==> src/rtl/plot_sink.sv <==
// Plot request sink: validates and buffers processor plot requests, then issues
// one framebuffer write per request under fb_ready pacing; includes a full-screen clear sweep.
module plot_sink #(
  parameter int         WIDTH      = 160,
  parameter int         HEIGHT     = 120,
  parameter int         FIFO_DEPTH = 4,
  parameter logic [2:0] BG_COLOUR  = 3'b000
) (
  input  logic        clk,
  input  logic        reset,
  input  logic        plot_en,
  input  logic [7:0]  plot_x,
  input  logic [7:0]  plot_y,
  input  logic [2:0]  plot_colour,
  input  logic        clear_req,
  input  logic        fb_ready,
  output logic        fb_we,
  output logic [14:0] fb_addr,
  output logic [2:0]  fb_data,
  output logic        busy,
  output logic [7:0]  drop_count
);

  localparam int PTR_W = (FIFO_DEPTH > 1) ? $clog2(FIFO_DEPTH) : 1;
  localparam int CNT_W = PTR_W + 1;
  localparam logic [CNT_W-1:0] FULL_CNT  = CNT_W'(FIFO_DEPTH);
  localparam logic [CNT_W-1:0] CNT_ZERO  = {CNT_W{1'b0}};
  localparam logic [CNT_W-1:0] CNT_ONE   = CNT_W'(1'b1);
  localparam logic [PTR_W-1:0] PTR_ZERO  = {PTR_W{1'b0}};
  localparam logic [PTR_W-1:0] PTR_ONE   = PTR_W'(1'b1);
  localparam logic [7:0]       X_LIM     = 8'(WIDTH);
  localparam logic [7:0]       Y_LIM     = 8'(HEIGHT);
  localparam logic [14:0]      LAST_ADDR = 15'(WIDTH * HEIGHT - 1);

  typedef enum logic [1:0] {
    ST_IDLE  = 2'b00,
    ST_DRAIN = 2'b01,
    ST_CLEAR = 2'b10
  } state_t;

  typedef struct packed {
    logic [7:0] x;
    logic [7:0] y;
    logic [2:0] colour;
  } req_t;

  // Row stride of 160 expressed as 128 + 32 so no multiplier is needed.
  function automatic logic [14:0] pixel_addr(input logic [7:0] x, input logic [7:0] y);
    logic [14:0] y15;
    y15 = {7'b0000000, y};
    return (y15 << 4'd7) + (y15 << 4'd5) + {7'b0000000, x};
  endfunction

  state_t            state_r;
  state_t            state_next_s;
  req_t              fifo_mem_r [FIFO_DEPTH];
  logic [PTR_W-1:0]  wr_ptr_r;
  logic [PTR_W-1:0]  rd_ptr_r;
  logic [CNT_W-1:0]  count_r;
  logic              fb_we_r;
  logic [14:0]       fb_addr_r;
  logic [2:0]        fb_data_r;
  logic [7:0]        drop_count_r;

  req_t              head_s;
  logic              full_s;
  logic              in_range_s;
  logic              push_s;
  logic              pop_s;
  logic              flush_s;
  logic              drop_s;
  logic              we_next_s;
  logic [14:0]       addr_next_s;
  logic [2:0]        data_next_s;

  assign head_s     = fifo_mem_r[rd_ptr_r];
  assign full_s     = (count_r == FULL_CNT);
  assign in_range_s = (plot_x < X_LIM) && (plot_y < Y_LIM);
  // Any request that is not pushed is a discard: range, full, clear start or sweep.
  assign drop_s     = plot_en && !push_s;

  assign fb_we      = fb_we_r;
  assign fb_addr    = fb_addr_r;
  assign fb_data    = fb_data_r;
  assign drop_count = drop_count_r;
  assign busy       = (state_r == ST_CLEAR) || (count_r != CNT_ZERO) || fb_we_r;

  // State register.
  always_ff @(posedge clk or posedge reset) begin
    if (reset) begin
      state_r <= ST_IDLE;
    end else begin
      state_r <= state_next_s;
    end
  end

  // Next-state, FIFO control and output-register next values.
  always_comb begin
    state_next_s = state_r;
    push_s       = 1'b0;
    pop_s        = 1'b0;
    flush_s      = 1'b0;
    we_next_s    = fb_we_r;
    addr_next_s  = fb_addr_r;
    data_next_s  = fb_data_r;
    case (state_r)
      ST_CLEAR: begin
        if (fb_we_r && fb_ready) begin
          if (fb_addr_r == LAST_ADDR) begin
            we_next_s    = 1'b0;
            state_next_s = ST_IDLE;
          end else begin
            addr_next_s = fb_addr_r + 15'd1;
          end
        end else begin
          we_next_s = fb_we_r;
        end
      end
      ST_IDLE, ST_DRAIN: begin
        if (clear_req) begin
          flush_s      = 1'b1;
          state_next_s = ST_CLEAR;
          we_next_s    = 1'b1;
          addr_next_s  = 15'd0;
          data_next_s  = BG_COLOUR;
        end else begin
          push_s = plot_en && in_range_s && !full_s;
          if (!fb_we_r || fb_ready) begin
            if (count_r != CNT_ZERO) begin
              pop_s       = 1'b1;
              we_next_s   = 1'b1;
              addr_next_s = pixel_addr(head_s.x, head_s.y);
              data_next_s = head_s.colour;
            end else begin
              we_next_s = 1'b0;
            end
          end else begin
            we_next_s = fb_we_r;
          end
          // DRAIN while anything remains queued or in the output register.
          if (push_s || we_next_s || (count_r > CNT_W'(pop_s))) begin
            state_next_s = ST_DRAIN;
          end else begin
            state_next_s = ST_IDLE;
          end
        end
      end
      default: begin
        state_next_s = ST_IDLE;
        we_next_s    = 1'b0;
      end
    endcase
  end

  // Request FIFO storage and pointers.
  always_ff @(posedge clk or posedge reset) begin
    if (reset) begin
      wr_ptr_r <= PTR_ZERO;
      rd_ptr_r <= PTR_ZERO;
      count_r  <= CNT_ZERO;
      for (int i = 0; i < FIFO_DEPTH; i++) begin
        fifo_mem_r[i] <= '{x: 8'd0, y: 8'd0, colour: 3'd0};
      end
    end else if (flush_s) begin
      wr_ptr_r <= PTR_ZERO;
      rd_ptr_r <= PTR_ZERO;
      count_r  <= CNT_ZERO;
    end else begin
      if (push_s) begin
        fifo_mem_r[wr_ptr_r] <= '{x: plot_x, y: plot_y, colour: plot_colour};
        wr_ptr_r             <= wr_ptr_r + PTR_ONE;
      end
      if (pop_s) begin
        rd_ptr_r <= rd_ptr_r + PTR_ONE;
      end
      case ({push_s, pop_s})
        2'b10:   count_r <= count_r + CNT_ONE;
        2'b01:   count_r <= count_r - CNT_ONE;
        default: count_r <= count_r;
      endcase
    end
  end

  // Framebuffer write output register.
  always_ff @(posedge clk or posedge reset) begin
    if (reset) begin
      fb_we_r   <= 1'b0;
      fb_addr_r <= 15'd0;
      fb_data_r <= 3'd0;
    end else begin
      fb_we_r   <= we_next_s;
      fb_addr_r <= addr_next_s;
      fb_data_r <= data_next_s;
    end
  end

  // Saturating discard counter, cleared only by reset.
  always_ff @(posedge clk or posedge reset) begin
    if (reset) begin
      drop_count_r <= 8'd0;
    end else if (drop_s && (drop_count_r != 8'hFF)) begin
      drop_count_r <= drop_count_r + 8'd1;
    end else begin
      drop_count_r <= drop_count_r;
    end
  end

endmodule

==> config.mk <==
export PLATFORM = sky130hd
export DESIGN_NAME = plot_sink
export DESIGN_NICKNAME = d
export VERILOG_FILES = /design/src/rtl/plot_sink.sv
export SDC_FILE = /design/constraint.sdc
export NUM_CORES = 1
export LEC_CHECK = 0
export ABC_AREA = 1
export CAP_MARGIN = 0
export CORE_ASPECT_RATIO = 1.2
export CORE_MARGIN = 2
export CORE_UTILIZATION = 45
export DETAILED_ROUTE_END_ITERATION = 12
export PLACE_DENSITY = 0.67
export SETUP_SLACK_MARGIN = 0.02
export SYNTH_ARGS = -nofsm -noshare
export SYNTH_HDL_FRONTEND = slang
export SYNTH_SLANG_ARGS = --single-unit
==> constraint.sdc <==
create_clock -name clk -period 3.8 [get_ports clk]
set_input_delay 0.76 -clock clk [delete_from_list [all_inputs] [get_ports clk]]
set_output_delay 0.76 -clock clk [all_outputs]
set_load 0.005 [all_outputs]
# Word-level counts from Yosys, hierarchy flattened
# Index checks and enable logic that the tools add are counted.
[totals]
register_bits = 112
out_inout_bits = 28
elab_cells = 120
input_bits = 24
[op_classes]
n_mux = 43
eq_ne = 12
n_bitwise = 3
reduce_logical = 28
n_lt_le_gt_ge = 6
addsub = 8
[ops]
columns = ["operator", "n"]
rows = [
  ["bitwise mux 76 bit", 1],
  ["two-way mux 15 bit", 5],
  ["two-way mux 19 bit", 3],
  ["binary-select mux 19 bit (select 2 bit)", 1],
  ["demux 19 bit (select 2 bit)", 1],
  ["case mux 15 bit (2 select lines)", 1],
  ["two-way mux 1 bit", 17],
  ["adder 15 x 1 -> 15 bit (second input constant)", 1],
  ["adder 15 x 13 -> 15 bit", 1],
  ["adder 15 x 8 -> 15 bit", 1],
  ["equality test 15 bit (second input constant)", 1],
  ["two-way mux 2 bit", 7],
  ["two-way mux 3 bit", 4],
  ["nonzero test 2 bit", 5],
  ["adder 8 x 1 -> 8 bit (second input constant)", 1],
  ["less-than comparator 8 x 7 -> 1 bit (second input constant)", 1],
  ["less-than comparator 8 bit (second input constant)", 1],
  ["inequality test 8 bit (second input constant)", 1],
  ["logical AND 1 bit", 7],
  ["greater-or-equal comparator 3 bit (second input constant)", 2],
  ["inequality test 3 bit (second input constant)", 2],
  ["NOT 2 -> 3 bit", 2],
  ["case mux 3 bit (2 select lines)", 1],
  ["nonzero test 3 bit", 2],
  ["other kinds (20)", 31],
]

# Longest topological paths before layout
# Gate-level depths: netlist of run 1.
[depth]
depth_word = 10
mapped_depth = 20
ltp_nobuf = 17

# Worst setup path after synthesis of run 1
# OpenSTA, ideal clock, no wires.
[synth_timing]
path_type = "reg2reg"
from = "register rd_ptr_r[0]"
to = "register fb_addr_r[12] (netlist: fb_addr[12])"
setup_slack_ns = 0.943
stages_incl_launch_ff = 19
setup_ns = 0.116
t_required_ns = 3.684
n_path_buf = 2
period_less_slack_ns = 2.857
t_arrival_ns = 2.740
path_cell_list = "dfrtp_1 > inv_1 > buf_2 > clkbuf_1 > nand2_1 > a32oi_1 > inv_1 > fa_1 > fa_1 > inv_1 > nand3_1 > nand2_1 > nand2_1 > nand2_1 > nand2_1 > nand3_1 > nand2_1 > nand2_1 > nand2_1"
[synth_between]
elab_chain_cells = 10
[synth_lines]
columns = ["element", "line_no", "source"]
rows = [
  ["start, declared", "58", "logic [PTR_W-1:0] rd_ptr_r;"],
  ["start signal, assigned", "174", "rd_ptr_r <= rd_ptr_r + PTR_ONE;"],
  ["NOT 2 -> 3 bit (not written as such) *", "76", "assign head_s = fifo_mem_r[rd_ptr_r];"],
  ["binary-select mux 19 bit (select 2 bit) *", "76", ""],
  ["two-way mux 19 bit (not written as such) * (2 in a row)", "76", ""],
  ["adder 15 x 13 -> 15 bit", "51", "return (y15 << 4'd7) + (y15 << 4'd5) + {7'b0000000, x};"],
  ["adder 15 x 8 -> 15 bit *", "51", ""],
  ["two-way mux 15 bit *", "129", "if (count_r != CNT_ZERO) begin"],
  ["two-way mux 15 bit *", "128", "if (!fb_we_r || fb_ready) begin"],
  ["two-way mux 15 bit *", "120", "if (clear_req) begin"],
  ["case mux 15 bit (2 select lines) *", "106", "case (state_r)"],
  ["end signal, assigned", "192", "fb_addr_r <= addr_next_s;"],
  ["end, declared", "61", "logic [14:0] fb_addr_r;"],
]
# Every way passes the cells marked *; elsewhere a longest branch is shown, timed or not. The select of a mux whose other input is x is not followed.
# A chain may end at the register's enable or synchronous reset.

# Final worst setup path of run 1
[layout_timing]
from = "register rd_ptr_r[0]"
to = "register fb_addr_r[14] (netlist: fb_addr[14])"
# The elaborated chain is that of the path after synthesis.

==> flow_summary_export.csv, run 1 <==
group,metric,value,unit
floorplan,start_util,0.464,
drt,drc,0,
drt,initialDrtViolationCount,473,
timing,rsz0062_at_grt,"no",
drt,viasPerCell,5.29,
timing,max_slew_margin,0.544,
clocking,htree_levels,3,
timing,setup_viol,0,
floorplan,die_area,0.0147,mm2
drt,ant_nets,0,
setup_path,critPathMaxStageDelay,0.51,ns
worst_hold_path,worst_hold_path_type,"register to register",
power_and_ir_drop,p_leak,3.56,nW
timing,period_share,0.799,
clocking,cts_buffers,9,
setup_path,path_cells,"inv_1 -> nand2_1 -> a32oi_1 -> inv_1 -> fa_1 -> fa_1 -> inv_1 -> nand3_1 -> nand2_1 -> nand2_1 -> nand2_1 -> nand2_1 -> nand3_1 -> nand2_1 -> nand2_1 -> nand2_1",
timing,worst_slack,0.765,ns
timing,hold_viol_final,0,
timing,worstMarginPinSlew,0.683,ns
final_layout,layout_common_cells,"nand2_1 (279), dfrtp_1 (112), o21ai_0 (102)",
floorplan,die_x,111,um
final_layout,nNetsFinal,891,
synth,yosys_warnings,0,
placed_design,place_area,0.00675,mm2
outcome,status,"completed",
setup_path,critPathTopFamily,"adder cells",
synth,avgSynthCellArea,7.72,um2
timing,finClkSkew,0.00799,ns
synth,synth.top_cell.area_share,0.454,
clocking,cts.path.max_buffers,2,
global_routing,gr-total-overflow,0,
clocking,worstSkewPairLatency,0.35,ns
final_layout,stdcell_count,1015,
global_routing,grt_first_pass_wirelength,25000,um
timing,min_period,3.03,ns
final_layout,final_area,0.00707,mm2
synth,synth.area.top_cells,"dfrtp_1 (45%), nand2_1 (17%), o21ai_0 (8.3%), inv_1 (4.7%), ha_1 (4.5%)",
clocking,hold_buffers,0,
setup_path,critPathMostFrequentCell,"nand2_1",
job,maxCapViolCount,0,
floorplan,die_y,132,um
power_and_ir_drop,p_per_area,527,mW/mm2
setup_path,crit_required,4.04,ns
setup_path,worstSetupStartpointType,"register",
timing,tns,0,ns
setup_path,crit_fanout,19,
synth,seq_area_frac_synth,0.454,
setup_path,crit_start,"rd_ptr_r[0]",
final_layout,antenna_cells,0,
synth,yosysTopAreaCell,"dfrtp_1",
placed_design,io_buffers,51,
final_layout,drive_gt1_frac,0.0508,
worst_hold_path,hold_path.startpoint,"fifo_mem_r[10]",
clocking,tritoncts,"done",
floorplan,core,0.0133,mm2
global_routing,first_global_vias,5011,
clocking,clock_sinks,112,
timing,drv_slew,0,
clocking,cts_setup_buffers,0,
clocking,cts_root_buf,"clkbuf_16",
clocking,clkTransAtPathRegs,0.08,ns
global_routing,antenna_found_initial,0,
synth,netlist_area,0.00617,mm2
global_routing,grt_max_degree,56,
floorplan,fp-row-count,46,
synth,synth_nets,849,
setup_path,path_class,"register to register",
global_routing,grt_use_total,0.205,
final_layout,final_common_cell,"nand2_1",
synth,synthCells,800,
timing,whs,0.480,ns
placed_design,dp_cells,999,
drt,wirelength,14700,um
drt,via_count,5372,
placed_design,dp_slack,0.769,ns
final_layout,area_growth,14.5,%
setup_path,rr_startpoint,"rd_ptr_r[0]",
setup_path,end_kind,"register",
setup_path,cp.arrival,3.28,ns
placed_design,gp_congestion,0.861,
power_and_ir_drop,p_total,3.72,mW
placed_design,hpwl,10400,um
setup_path,path_buf_inv,3,
floorplan,boundaryPins,52,
drt,dr.pass1.iters,5,
final_layout,post-route-util,0.532,
clocking,cts_resized,0,
synth,ys_ff_latch,112,
final_layout,fillers,1275,
timing,fmax,0.330,GHz
synth,yosysUniqueCellTypes,31,
power_and_ir_drop,ir_worst_vdd,0.256,mV
setup_path,cp_slowest_cell,"fa_1",
drt,drt-wirelength-per-cell,14.5,um
[routing by layer]
metal / wire [um] / up-vias / track usage / share of wire
met5: 0 / - / 0 / 0
met4: 232 / 0 / 0.0660 / 0.016
met3: 583 / 19 / 0.0248 / 0.040
li1: - / 2656 / - / -
met2: 7030 / 137 / 0.335 / 0.48
met1: 6850 / 2560 / 0.287 / 0.47
[power breakdown]
part | internal [mW] | total, mW | switching, mW
clock | 0.525 | 0.988 | 0.464
combinational | 0.544 | 1.24 | 0.698
sequential | 1.32 | 1.49 | 0.177
[state kept, by name, summed over array words and instances, names as in the netlist]
name	count
drop_count	8
rd_ptr_r	2
fb_we	1
wr_ptr_r	2
fb_data	3
state_r	2
fifo_mem_r	76
fb_addr	15
count_r	3
[logic make-up after synthesis]
kind of cell	count (synthesis)	synth area share
AND/OR/NAND/NOR	399	0.269
AO/OA/AOI/OAI	146	0.126
flip-flops	112	0.454
buffers and inverters	108	0.0823
adder cells (fa/ha/maj)	25	0.0543
XOR/XNOR	10	0.0142
[synthesized netlist by cell type, drive strengths merged]
cell / number
a21oi: 16
a22o: 3
a32o: 1
a32oi: 2
buf: 20
clkbuf: 8
dfrtp: 112
fa: 3
ha: 22
inv: 80
nand2: 287
nand3: 42
nand4: 11
nor2: 55
nor3: 4
o21ai: 114
o22ai: 10
xnor2: 5
xor2: 5
[worst reg2reg max path, cell delays in order, from the launching register on]
cell and delay, ns:
dfrtp_1 0.38, inv_1 0.41, nand2_1 0.12, a32oi_1 0.29
inv_1 0.10, fa_1 0.51, fa_1 0.45, inv_1 0.10
nand3_1 0.07, nand2_1 0.12, nand2_1 0.08, nand2_1 0.06
nand2_1 0.04, nand3_1 0.06, nand2_1 0.05, nand2_1 0.05
nand2_1 0.05
[cell type report]
class                   count  area [um2]  share of cell area
flip-flops and latches    112        2800               0.397
clock inverters             7        87.6              0.0124
repair buffers             59         571              0.0807
well taps                 168         210              0.0297
clock buffers               9         225              0.0319
multi-input cells         580        2860               0.405
inverters                  80         308              0.0436
[final timing paths]
check	slack (ns)	cells past startpoint	endpoint
max	0.77	16	fb_addr[14]
max reg2reg	0.77	16	fb_addr[14]
max in group asynchronous	2.11	3	fb_addr[14]
min reg2reg	0.48	2	fifo_mem_r[10]
min in group asynchronous	0.86	2	fb_data[0]
min	0.48	2	fifo_mem_r[10]
Note: power is estimated with default switching activity, not from simulation.
==> inputs of run 2 (changes only) <==
Clock period 3.8 ns to 2.5 ns, I/O delays scaled along.
==> flow_summary_export.csv, run 2 (synthesis results as in run 1) <==
group,metric,value,unit
clocking,htree_levels,3,
placed_design,hpwl,10800,um
global_routing,gr-total-overflow,0,
drt,drc,0,
global_routing,grt_first_pass_wirelength,25500,um
drt,via_count,5601,
final_layout,final_common_cell,"nand2_1",
timing,setup_viol,6,
global_routing,top_usage_layer,"met2",
power_and_ir_drop,ir_worst_vdd,0.363,mV
drt,viasPerCell,5.33,
setup_path,end_kind,"register",
worst_hold_path,worst_hold_path_type,"input pin to asynchronous set/reset pin",
global_routing,use_met3,0.0290,
placed_design,io_buffers,51,
clocking,cts_buffers,9,
drt,drt-wirelength-per-cell,14.7,um
drt,wirelength,15400,um
global_routing,antenna_found_initial,0,
setup_path,crit_required,2.74,ns
final_layout,nNetsFinal,927,
final_layout,layout_common_cells,"nand2_1 (272), dfrtp_1 (111), o21ai_0 (94)",
floorplan,core,0.0133,mm2
final_layout,area_growth,24.2,%
floorplan,boundaryPins,52,
timing,drv_slew,0,
clocking,hold_buffers,0,
timing,period_share,1.04,
final_layout,largest_reg_flops,76,
timing,tns,-0.517,ns
setup_path,path_class,"register to register",
timing,worst_slack,-0.105,ns
setup_path,rr_startpoint,"rd_ptr_r[0]",
clocking,clock_sinks,112,
setup_path,worstReg2RegEnd,"fb_addr[12]",
power_and_ir_drop,clkPwrFrac,0.256,
floorplan,start_util,0.464,
setup_path,critPathMaxStageDelay,0.50,ns
job,maxCapViolCount,0,
global_routing,grt_max_degree,42,
power_and_ir_drop,pwr-share-seq,0.362,
global_routing,grt_use_met2,0.365,
clocking,tritoncts,"done",
floorplan,die_x,111,um
power_and_ir_drop,internal_power,4.06,mW
final_layout,post-route-util,0.577,
drt,dr.pass1.iters,5,
drt,initialDrtViolationCount,440,
timing,finClkSkew,0.00814,ns
floorplan,die_area,0.0147,mm2
outcome,violations,"setup timing",
global_routing,grt_use_total,0.212,
placed_design,gp_congestion,0.852,
floorplan,fp-row-count,46,
setup_path,crit_fanout,7,
timing,max_slew_margin,0.723,
timing,rsz0062_at_grt,"yes",
outcome,status,"complete, but fails checks",
drt,ant_nets,0,
power_and_ir_drop,pwr-share-comb,0.381,
setup_path,cp_slowest_cell,"fa_2",
power_and_ir_drop,switching_share,0.354,
timing,hold_viol_final,0,
clocking,worstSkewPairLatency,0.35,ns
setup_path,r2r_slack,-0.11,ns
final_layout,final_area,0.00767,mm2
power_and_ir_drop,p_sw,2.22,mW
clocking,cts.path.max_buffers,2,
global_routing,first_global_vias,5355,
setup_path,critPathMostFrequentCell,"nand2_1",
clocking,cts_root_buf,"clkbuf_16",
final_layout,drive_gt1_frac,0.131,
timing,fmax,0.384,GHz
power_and_ir_drop,p_leak,3.80,nW
floorplan,die_y,132,um
setup_path,r2r_cells,16,
setup_path,worstSetupStartpointType,"register",
setup_path,cp.arrival,2.85,ns
final_layout,antenna_cells,0,
timing,worstMarginPinSlew,0.414,ns
placed_design,dp_slack,-0.134,ns
final_layout,top_register,"fifo_mem_r",
setup_path,path_cells,"buf_6 -> nand2_4 -> a32oi_2 -> inv_2 -> fa_2 -> fa_2 -> inv_2 -> nand3_2 -> nand2_4 -> nand2_2 -> nand2_1 -> nand2_1 -> nand3_1 -> nand2_1 -> nand2_1 -> nand2_1",
power_and_ir_drop,p_per_area,819,mW/mm2
placed_design,place_area,0.00709,mm2
global_routing,grtUsageMet1,0.275,
clocking,clkTransAtPathRegs,0.08,ns
timing,min_period,2.61,ns
-- run 2: cell types whose count changed in the layout (fill, tap and decap cells not counted), sizes merged --
cell,previous run,this run
inv,83,82
buf,8,43
bufinv,1,2
clkinv,1,2
-- run 2: worst max-delay path by stage --
stage	start	endpoint	slack [ns]	cells past startpoint
global placement	rd_ptr_r[1]	fb_addr[14]	-0.02	16
detailed placement	rd_ptr_r[1]	fb_addr[12]	-0.13	16
floorplan	rd_ptr_r[0]	fb_addr[12]	-0.08	18
finish	rd_ptr_r[0]	fb_addr[12]	-0.11	16
CTS	rd_ptr_r[0]	fb_addr[12]	-0.06	16
global route	rd_ptr_r[0]	fb_addr[11]	-0.28	16
-- run 2: power by group through the flow --
stage | sequential [mW] | combinational, mW | clock (mW)
5_1_grt | 2.31 | 2.67 | 1.71
2_1_floorplan | 2.26 | 1.26 | 0
6_report | 2.27 | 2.40 | 1.61
3_5_place_dp | 2.29 | 2.05 | 0
4_1_cts | 2.27 | 2.19 | 1.64
3_3_place_gp | 2.28 | 2.01 | 0
-- run 2: area by class of cell --
cell class / instances / area (um2)
repair buffers: 94 / 938
well taps: 168 / 210
flip-flops and latches: 112 / 2800
clock buffers: 9 / 225
clock inverters: 7 / 111
repair inverters: 1 / 7.51
fillers: 1175 / 5630
inverters: 80 / 314
multi-input cells: 580 / 3060
-- run 2: what timing repair did --
item | CTS | global route
cloned | 2 | 0
endpoints found under the setup margin | 7 | 8
pin swaps | 0 | 14
buffers inserted | 2 | 3
gates resized for setup | 16 | 31
-- run 2: metrics by stage --
step	instances	hold WS, ns	power, mW
6_report	1051	0.467	6.28
4_1_cts	1048	0.473	6.10
2_1_floorplan	800	0.436	3.52
3_5_place_dp	1028	0.453	4.35
3_3_place_gp	1028	0.450	4.30
5_1_grt	1051	0.494	6.69
-- run 2: worst max-delay path, delay by kind of cell, from the launching register on --
kind | cells | cell delay, ns
AOI/OAI and AO/OA | 1 | 0.24
DFF | 1 | 0.44
adders and majority gates | 2 | 0.90
and+or+nand+nor | 10 | 0.60
buffers and inverters | 3 | 0.31
-- run 2: layer usage --
| metal | wire (um) | share of wire |
|---|---|---|
| met2 | 7660 | 0.50 |
| met4 | 317 | 0.021 |
| met1 | 6780 | 0.44 |
| met3 | 665 | 0.043 |
| met5 | 0 | 0 |
==> inputs of run 3 (changes only) <==
Settings changed: SETUP_SLACK_MARGIN 0.02 to 0.05.
==> flow_summary_export.csv, run 3 (synthesis results as in run 1) <==
group,metric,value,unit
global_routing,first_global_vias,5349,
setup_path,crit_required,2.74,ns
timing,setup_viol,6,
clocking,clkTransAtPathRegs,0.08,ns
drt,initialDrtViolationCount,467,
setup_path,crit_fanout,7,
final_layout,drive_gt1_frac,0.131,
final_layout,final_common_cell,"nand2_1",
outcome,violations,"setup timing",
global_routing,grt_use_total,0.211,
global_routing,grt_use_met2,0.364,
job,maxCapViolCount,0,
worst_hold_path,worst_hold_path_type,"input pin to asynchronous set/reset pin",
final_layout,fillers,1174,
timing,hold_viol_final,0,
final_layout,largest_reg_flops,76,
final_layout,post-route-util,0.577,
global_routing,antenna_found_initial,0,
drt,drc,0,
timing,fmax,0.384,GHz
clocking,clock_sinks,112,
power_and_ir_drop,ir_worst_vdd,0.363,mV
setup_path,path_buf_inv,3,
global_routing,top_usage_layer,"met2",
clocking,cts_root_buf,"clkbuf_16",
clocking,cts_buffers,9,
floorplan,die_area,0.0147,mm2
timing,max_slew_margin,0.724,
timing,drv_slew,0,
setup_path,worstSetupStartpointType,"register",
setup_path,cp.arrival,2.85,ns
timing,tns,-0.512,ns
timing,worstMarginPinSlew,0.414,ns
floorplan,boundaryPins,52,
setup_path,critPathMaxStageDelay,0.50,ns
final_layout,layout_common_cells,"nand2_1 (272), dfrtp_1 (111), o21ai_0 (93)",
timing,min_period,2.61,ns
drt,ant_nets,0,
floorplan,die_x,111,um
setup_path,cp_slowest_cell,"fa_2",
timing,worst_slack,-0.105,ns
clocking,tritoncts,"done",
final_layout,antenna_cells,0,
clocking,htree_levels,3,
setup_path,critPathTopFamily,"adder cells",
timing,finClkSkew,0.00722,ns
final_layout,nNetsFinal,927,
power_and_ir_drop,p_per_area,820,mW/mm2
placed_design,hpwl,10800,um
final_layout,regArea,0.00280,mm2
outcome,status,"complete, but fails checks",
setup_path,end_kind,"register",
setup_path,path_class,"register to register",
setup_path,rr_startpoint,"rd_ptr_r[0]",
placed_design,gp_congestion,0.852,
drt,drt-wirelength-per-cell,14.7,um
placed_design,place_area,0.00709,mm2
global_routing,grt_first_pass_wirelength,25500,um
global_routing,grt_max_degree,42,
final_layout,multiInputGateArea,0.00306,mm2
clocking,cts.path.max_buffers,2,
final_layout,area_growth,24.2,%
power_and_ir_drop,p_leak,3.81,nW
setup_path,critPathMostFrequentCell,"nand2_1",
setup_path,r2r_slack,-0.11,ns
global_routing,grtUsageMet1,0.275,
floorplan,fp-row-count,46,
drt,wirelength,15400,um
setup_path,path_cells,"buf_6 -> a21oi_2 -> a32oi_2 -> inv_2 -> fa_2 -> fa_2 -> inv_2 -> nand3_2 -> nand2_4 -> nand2_2 -> nand2_1 -> nand2_1 -> nand3_1 -> nand2_1 -> nand2_1 -> nand2_1",
setup_path,r2r_cells,16,
clocking,hold_buffers,0,
timing,period_share,1.04,
timing,rsz0062_at_grt,"yes",
clocking,worstSkewPairLatency,0.35,ns
global_routing,gr-total-overflow,0,
final_layout,top_register,"fifo_mem_r",
floorplan,die_y,132,um
placed_design,io_buffers,51,
drt,dr.pass1.iters,4,
setup_path,worstReg2RegEnd,"fb_addr[12]",
drt,viasPerCell,5.32,
placed_design,dp_slack,-0.134,ns
global_routing,use_met3,0.0290,
drt,via_count,5588,
floorplan,start_util,0.464,
final_layout,final_area,0.00767,mm2
floorplan,core,0.0133,mm2
[run 3: cell counts in the layout (fill, tap and decap cells not counted)]
Identical to the previous run, type by type.
[run 3: what timing repair did]
item | in CTS | in global routing
gates cloned | 2 | 0
pin swaps | 0 | 14
gates resized for setup | 18 | 31
endpoints found under the setup margin | 7 | 8
buffers inserted | 2 | 3
[run 3: worst max path at each step]
stage / slack (ns) / end / startpoint / cells after the start
floorplan: -0.08 / fb_addr[12] / rd_ptr_r[0] / 18
global placement: -0.02 / fb_addr[14] / rd_ptr_r[1] / 16
detailed placement: -0.13 / fb_addr[12] / rd_ptr_r[1] / 16
CTS: -0.06 / fb_addr[12] / rd_ptr_r[0] / 16
global route: -0.28 / fb_addr[11] / rd_ptr_r[0] / 16
finish: -0.11 / fb_addr[12] / rd_ptr_r[0] / 16
[run 3: stage by stage]
stage               hold slack, ns  total power, mW  std cells
finish                       0.467             6.29       1051
global route                 0.494             6.69       1051
CTS                          0.473             6.10       1048
detailed placement           0.453             4.35       1028
global placement             0.450             4.30       1028
floorplan                    0.436             3.52        800
[run 3: metal layers]
layer / up-vias / part of all wire
li1: 2739 / -
met1: 2670 / 0.44
met2: 152 / 0.50
met3: 27 / 0.043
met4: 0 / 0.019
met5: - / 0
[run 3: area by class of cell]
cell class | count | share of cell area
timing repair inverter | 1 | 0.000979
inverter | 80 | 0.0409
timing repair buffer | 94 | 0.123
clock inverter | 7 | 0.0145
clock buffer | 9 | 0.0294
multi-input combinational | 580 | 0.398
sequential | 112 | 0.366
tap | 168 | 0.0274
[run 3: report_power, final]
part,internal [mW],switching (mW),leakage [nW]
Combinational,1.16,1.24,2.11
Clock,0.901,0.711,0.164
Sequential,2.00,0.274,1.53
Total,4.06,2.23,3.81
